`config.mk`:
```
export PLATFORM = sky130hd
export DESIGN_NAME = fifo_wr_arbiter
export DESIGN_NICKNAME = d
export VERILOG_FILES = /design/src/rtl/fifo_arb_pkg.sv /design/src/rtl/fifo_wr_arbiter_rr_pick.sv /design/src/rtl/fifo_wr_arbiter.sv
export SDC_FILE = /design/constraint.sdc
export NUM_CORES = 1
export LEC_CHECK = 0
export ABC_AREA = 1
export BUFFER_PORTS_ARGS = -buffer_cell sky130_fd_sc_hd__clkbuf_2
export CORE_MARGIN = 2
export CORE_UTILIZATION = 36
export CTS_BUF_LIST = sky130_fd_sc_hd__clkbuf_8
export DETAILED_ROUTE_END_ITERATION = 10
export GPL_TIMING_DRIVEN = 0
export PLACE_DENSITY = 0.78
export SYNTH_ARGS = -nofsm -noshare
export SYNTH_HDL_FRONTEND = slang
export SYNTH_SLANG_ARGS = --single-unit
```
`constraint.sdc`:
```
create_clock -name clk -period 1.17 [get_ports clk]
set_input_delay 0.0585 -clock clk [delete_from_list [all_inputs] [get_ports clk]]
set_output_delay 0.0585 -clock clk [all_outputs]
set_load 0.02 [all_outputs]
```
`src/rtl/fifo_arb_pkg.sv`:
```
// ----------------------------------------------------------------------------
// fifo_arb_pkg : shared types and helpers for the FIFO write-port arbiter
// Rev 1.0
// ----------------------------------------------------------------------------
`default_nettype none

package fifo_arb_pkg;

  typedef enum logic {
    IDLE  = 1'b0,
    GRANT = 1'b1
  } arb_state_t;

  // Grant index width; clamped to one bit so a degenerate count still elaborates.
  function automatic int arb_idx_w(input int n);
    return (n > 1) ? $clog2(n) : 1;
  endfunction

  localparam int c_DEFAULT_NUM_REQ = 4;
  localparam int c_DEFAULT_IDX_W   = arb_idx_w(c_DEFAULT_NUM_REQ);

endpackage

`default_nettype wire

```
`src/rtl/fifo_wr_arbiter_rr_pick.sv`:
```
// ----------------------------------------------------------------------------
// rr_pick : combinational round-robin picker (double-width masked priority enc)
// Rev 1.0
// ----------------------------------------------------------------------------
`default_nettype none

module rr_pick #(
  parameter int NUM_REQ = 4,
  parameter int IDX_W   = 2
) (
  input  logic [NUM_REQ-1:0] i_req,
  input  logic [IDX_W-1:0]   i_last,
  output logic [IDX_W-1:0]   o_pick,
  output logic               o_any_req
);

  logic [2*NUM_REQ-1:0] w_dbl;
  logic [2*NUM_REQ-1:0] w_win;
  logic [2*NUM_REQ-1:0] w_masked;
  int                   w_pos;
  int                   w_pick_int;

  assign w_dbl = {i_req, i_req};

  // Window covers positions last+1 .. last+NUM_REQ, i.e. one full lap after last.
  generate
    for (genvar i = 0; i < 2*NUM_REQ; i++) begin : g_mask
      assign w_win[i] = (i > int'(i_last)) && (i <= int'(i_last) + NUM_REQ);
    end
  endgenerate

  assign w_masked = w_dbl & w_win;

  always_comb begin
    w_pos = 0;
    for (int i = 2*NUM_REQ-1; i >= 0; i--) begin
      if (w_masked[i]) begin
        w_pos = i;
      end
    end
  end

  always_comb begin
    w_pick_int = (w_pos >= NUM_REQ) ? (w_pos - NUM_REQ) : w_pos;
  end

  assign o_pick    = IDX_W'(w_pick_int);
  assign o_any_req = |i_req;

endmodule

`default_nettype wire

```
`src/rtl/fifo_wr_arbiter.sv`:
```
// ----------------------------------------------------------------------------
// fifo_wr_arbiter : round-robin, burst-limited sharing of one FIFO write port
// Rev 1.0
// ----------------------------------------------------------------------------
`default_nettype none

module fifo_wr_arbiter
  import fifo_arb_pkg::*;
#(
  parameter int NUM_REQ    = 4,
  parameter int DATA_WIDTH = 8,
  parameter int MAX_BURST  = 4
) (
  input  logic                          clk,
  input  logic                          rst,
  input  logic [NUM_REQ-1:0]            req_valid,
  input  logic [NUM_REQ*DATA_WIDTH-1:0] req_data,
  output logic [NUM_REQ-1:0]            req_ready,
  input  logic                          fifo_full,
  output logic                          fifo_wr_en,
  output logic [DATA_WIDTH-1:0]         fifo_din,
  output logic [$clog2(NUM_REQ)-1:0]    grant_id,
  output logic                          busy
);

  localparam int IDX_W  = arb_idx_w(NUM_REQ);
  localparam int BEAT_W = $clog2(MAX_BURST + 1);
  localparam logic [IDX_W-1:0]  c_LAST_REQ  = IDX_W'(NUM_REQ - 1);
  localparam logic [BEAT_W-1:0] c_LAST_BEAT = BEAT_W'(MAX_BURST - 1);

  arb_state_t          r_state;
  arb_state_t          w_state_nxt;
  logic [IDX_W-1:0]    r_last_grant;
  logic [IDX_W-1:0]    r_grant_id;
  logic [BEAT_W-1:0]   r_beat_cnt;
  logic [IDX_W-1:0]    w_pick;
  logic                w_any_req;
  logic                w_grant_valid;
  logic                w_xfer;
  logic                w_last_beat;
  logic [DATA_WIDTH-1:0] w_slice [NUM_REQ];

  rr_pick #(
    .NUM_REQ (NUM_REQ),
    .IDX_W   (IDX_W)
  ) u_rr_pick (
    .i_req     (req_valid),
    .i_last    (r_last_grant),
    .o_pick    (w_pick),
    .o_any_req (w_any_req)
  );

  generate
    for (genvar i = 0; i < NUM_REQ; i++) begin : g_slice
      assign w_slice[i] = req_data[i*DATA_WIDTH +: DATA_WIDTH];
    end
  endgenerate

  // fifo_full reaches grant state only through the transfer qualifier.
  assign w_grant_valid = req_valid[r_grant_id];
  assign w_xfer        = (r_state == GRANT) && w_grant_valid && !fifo_full;
  assign w_last_beat   = (r_beat_cnt == c_LAST_BEAT);

  always_ff @(posedge clk or negedge rst) begin
    if (!rst) begin
      r_state <= IDLE;
    end else begin
      r_state <= w_state_nxt;
    end
  end

  always_comb begin
    w_state_nxt = r_state;
    case (r_state)
      IDLE: begin
        if (w_any_req) begin
          w_state_nxt = GRANT;
        end
      end
      GRANT: begin
        if (!w_grant_valid || (w_xfer && w_last_beat)) begin
          w_state_nxt = IDLE;
        end
      end
      default: w_state_nxt = IDLE;
    endcase
  end

  always_comb begin
    req_ready  = '0;
    fifo_wr_en = 1'b0;
    fifo_din   = '0;
    busy       = 1'b0;
    if (r_state == GRANT) begin
      busy                  = 1'b1;
      req_ready[r_grant_id] = !fifo_full;
      fifo_wr_en            = w_grant_valid && !fifo_full;
      fifo_din              = w_slice[r_grant_id];
    end
  end

  always_ff @(posedge clk or negedge rst) begin
    if (!rst) begin
      r_last_grant <= c_LAST_REQ;
      r_grant_id   <= '0;
      r_beat_cnt   <= '0;
    end else if ((r_state == IDLE) && w_any_req) begin
      r_last_grant <= w_pick;
      r_grant_id   <= w_pick;
      r_beat_cnt   <= '0;
    end else if (w_xfer) begin
      r_beat_cnt <= r_beat_cnt + 1'b1;
    end
  end

  assign grant_id = r_grant_id;

endmodule

`default_nettype wire

```
==> tab_implementation.tex <==
\begin{tabular}{lr}
\hline
Metric & Value \\
\hline
\multicolumn{2}{l}{\textbf{Status}} \\
Run status & complete, but fails checks \\
Failing checks & setup timing \\
\multicolumn{2}{l}{\textbf{Pwr}} \\
Reported leakage power & 0.0007036 uW \\
Total power divided by cell area & 2827 mW/mm\^{}2 \\
Largest vdd supply drop & 1868 uV \\
Post-layout power & 3975 uW \\
\multicolumn{2}{l}{\textbf{Clock network}} \\
Clock transition at the registers of the reported paths & 0.05 ns \\
Buffer type at the clock tree root & clkbuf\_8 \\
CTS H-tree lvls & 1 \\
Total clock sinks & 8 \\
CTS tree & built \\
Number of buffers inserted during clock tree synthesis & 3 \\
Number of buffers on the longest clock path & 2 \\
Clock latency of the later-clocked register in the worst-skew pair & 0.24 ns \\
\multicolumn{2}{l}{\textbf{Drt}} \\
Number of detailed-routing iterations run before antenna repair & 4 \\
Residual DRC & 0 \\
Antenna Nets Post-Route & 0 \\
Wirelength, routed & 3339 um \\
DR iter-0 viols & 42 \\
Routed wirelength normalized by instance count & 16.86 um \\
Via-per-instance ratio & 5.465 \\
Total via count after detailed routing & 1082 \\
\multicolumn{2}{l}{\textbf{Critical path}} \\
Required time at the endpoint of the critical path & 1.11 ns \\
Maximum fanout encountered on the critical timing path & 7 \\
Start of the worst register-to-register path & grant\_id[0]\$\_DFFE\_PN0P\_ \\
Register-to-register setup slack & -0.32 ns \\
R2R cell count & 8 \\
CP startpoint kind & register \\
CP max stage cell & dfrtp\_2 \\
Category of the critical setup timing path & reg -> out \\
Sequence of cells on the critical path & nor2\_4 > buf\_6 > a22oi\_1 > a21oi\_2 > clkbuf\_8 \\
Longest individual stage delay on the worst path & 0.49 ns \\
Worst EP arrival & 1.51 ns \\
Worst R2R End & r\_beat\_cnt[0]\$\_DFFE\_PN0P\_ \\
Nature of the critical path endpoint & primary output \\
\multicolumn{2}{l}{\textbf{Job}} \\
Max cap viols & 0 \\
\multicolumn{2}{l}{\textbf{Floorplan}} \\
Number of rows created at floorplan & 15 \\
Die width & 47.72 um \\
Core ar. & 0.001764 mm\^{}2 \\
Die ar. & 0.002277 mm\^{}2 \\
Starting density of the core & 39.01\% \\
Ports & 55 \\
Overall die height & 47.72 um \\
\multicolumn{2}{l}{\textbf{Timing}} \\
Max-Slew Margin vs Limit & 81.25\% \\
Final hold vios & 0 \\
Final critical-path required period & 1.573 ns \\
Count of endpoints failing setup in the final report & 20 \\
Max Transition Viols Final & 0 \\
Final setup margin & -0.4029 ns \\
Total negative slack for setup checks & -4.764 ns \\
Achievable clock frequency & 635.8 MHz \\
RSZ-0062 raised after global routing & true \\
Worst-case clock skew & 0.006988 ns \\
Transition at the pin with the smallest max-transition slack & 0.2803 ns \\
Ratio of final minimum period to clock period & 134.4\% \\
\multicolumn{2}{l}{\textbf{Synth}} \\
Number of distinct library cell variants in the gate-level netlist after synthesis & 20 \\
Post-synthesis instance total & 100 \\
Cell Area, Synth & 688.2 um\^{}2 \\
Portion of the post-synthesis area used by sequential elements & 29.45\% \\
Top area cells in the synthesized netlist & dfrtp\_1 22\%, a22oi\_1 17\%, nand2\_1 13\%, dfstp\_2 7.6\%, a21oi\_1 5.8\% \\
Area share of the largest cell type after synthesis & 21.82\% \\
Average cell area after synthesis & 6.882 um\^{}2 \\
Yosys reg bits & 8 \\
Warnings from Yosys & 0 \\
Cell type with the largest total area after synthesis & dfrtp\_1 \\
Number of nets in the synthesized netlist & 141 \\
\multicolumn{2}{l}{\textbf{Place}} \\
Post-DP Area & 0.001047 mm\^{}2 \\
Final weighted congestion of routability-driven global placement & 0.7488 \\
Port-buffer cells & 54 \\
Detailed placer's ending HPWL & 1749 um \\
Place WS & -0.1985 ns \\
\multicolumn{2}{l}{\textbf{Global routing}} \\
Total global routing track utilization & 28.85\% \\
Wire length of the first global-routing pass & 4533 um \\
Maximum number of pins on one net before global-route repair & 11 \\
Number of antenna violations at the first check in global routing & 0 \\
Overflow after GRT & 0 \\
Via count of the first global-routing pass & 995 \\
\multicolumn{2}{l}{\textbf{Finish}} \\
Fin util & 79.72\% \\
Total non-filler cell area in the finished layout & 0.001406 mm\^{}2 \\
Count of antenna diodes in the layout & 0 \\
Commonest non-fill, non-tap cells in the layout & 41 x clkbuf\_2, 22 x nand2\_1, 12 x clkbuf\_8, 12 x buf\_4, 10 x a22oi\_1 \\
Layout Area Growth over Synthesis & 104.4\% \\
Fraction of final layout cells sized beyond drive strength 1 & 64.74\% \\
Leading cell type in the layout, fill and taps excluded & clkbuf\_2 \\
Total number of nets in the final design & 215 \\
\multicolumn{2}{l}{\textbf{Min path}} \\
Kind of path behind the tightest hold check & in -> async \\
\hline
\end{tabular}
[state kept, by name, indices dropped and copies added, names as in the netlist]
name          cells
r_beat_cnt        3
grant_id          2
r_last_grant      2
r_state           1
[per-layer routing]
layer	global-route usage [%]	wire length [um]	share of wire [%]	up-vias
li1	-	-	-	497
met1	33.33	1271	38	490
met2	49.33	1566	47	81
met3	9.057	387	12	14
met4	11.35	113	3.4	0
met5	0	0	0	-
[cell type report]
cell class              instances  area, um^2
clock inverters                 1       3.754
clock buffers                   3       41.29
inverters                      13       61.31
repair buffers                 70       513.0
multi-input cells              77       539.3
well taps                      25       31.28
fillers                       104       357.8
flip-flops and latches          8       205.2
plain buffers                   1       11.26
[power breakdown]
group          internal (uW)  total, uW  switching (uW)
sequential               427        631             204
combinational           1410       2990            1580
clock                    229        355             126
[worst max-delay path, delay by kind of cell (launching register included)]
kind,cells,cell delay [ns]
flops,1,0.49
compound gates,2,0.24
simple gates,1,0.23
buf+inv,2,0.31
[how the worst max path moves through the flow]
| stage | from | endpoint | cells after the start |
|---|---|---|---|
| after CTS | grant_id[0]$_DFFE_PN0P_ | fifo_din[6] | 5 |
| final | grant_id[0]$_DFFE_PN0P_ | fifo_din[3] | 5 |
| after global routing | grant_id[0]$_DFFE_PN0P_ | fifo_wr_en | 7 |
| after floorplan | grant_id[0]$_DFFE_PN0P_ | r_beat_cnt[1]$_DFFE_PN0P_ | 9 |
| after detailed placement | grant_id[1]$_DFFE_PN0P_ | fifo_wr_en | 7 |
| after global placement | grant_id[1]$_DFFE_PN0P_ | fifo_wr_en | 7 |
[synth_stat cells (all sizes together)]
| master | number |
|---|---|
| a21oi | 8 |
| a22oi | 16 |
| buf | 2 |
| dfrtp | 6 |
| dfstp | 2 |
| ha | 2 |
| inv | 13 |
| nand2 | 25 |
| nand3 | 8 |
| nand4 | 2 |
| nor2 | 6 |
| nor3 | 2 |
| o21ai | 8 |
[per-stage QoR]
| step | hold slack [ns] | std cells |
|---|---|---|
| after detailed placement | -0.08530 | 179 |
| after floorplan | -0.2371 | 100 |
| final | 0.2029 | 198 |
| after global placement | -0.09076 | 179 |
| after CTS | 0.2021 | 196 |
| after global routing | 0.2108 | 198 |
[timing repair]
item / 4_1_cts / 5_1_grt
setup buffers: 13 / 2
endpoints found under the hold margin: 8 / 0
pin swaps: 13 / 3
hold buffers: 1 / 0
resized for setup: 38 / 17
setup endpoints to repair: 21 / 21
[cell families (layout without fill, tap and decap cells)]
logic type,count (synthesis),count (layout),share of synthesized area [%]
AO/OA/AOI/OAI,32,32,29.64
adder cells (fa/ha/maj),2,2,3.636
buffers and inverters,15,88,9.453
flip-flops,8,8,29.45
AND/OR/NAND/NOR,43,43,27.82
No activity file was read; power rests on OpenSTA's default activity.
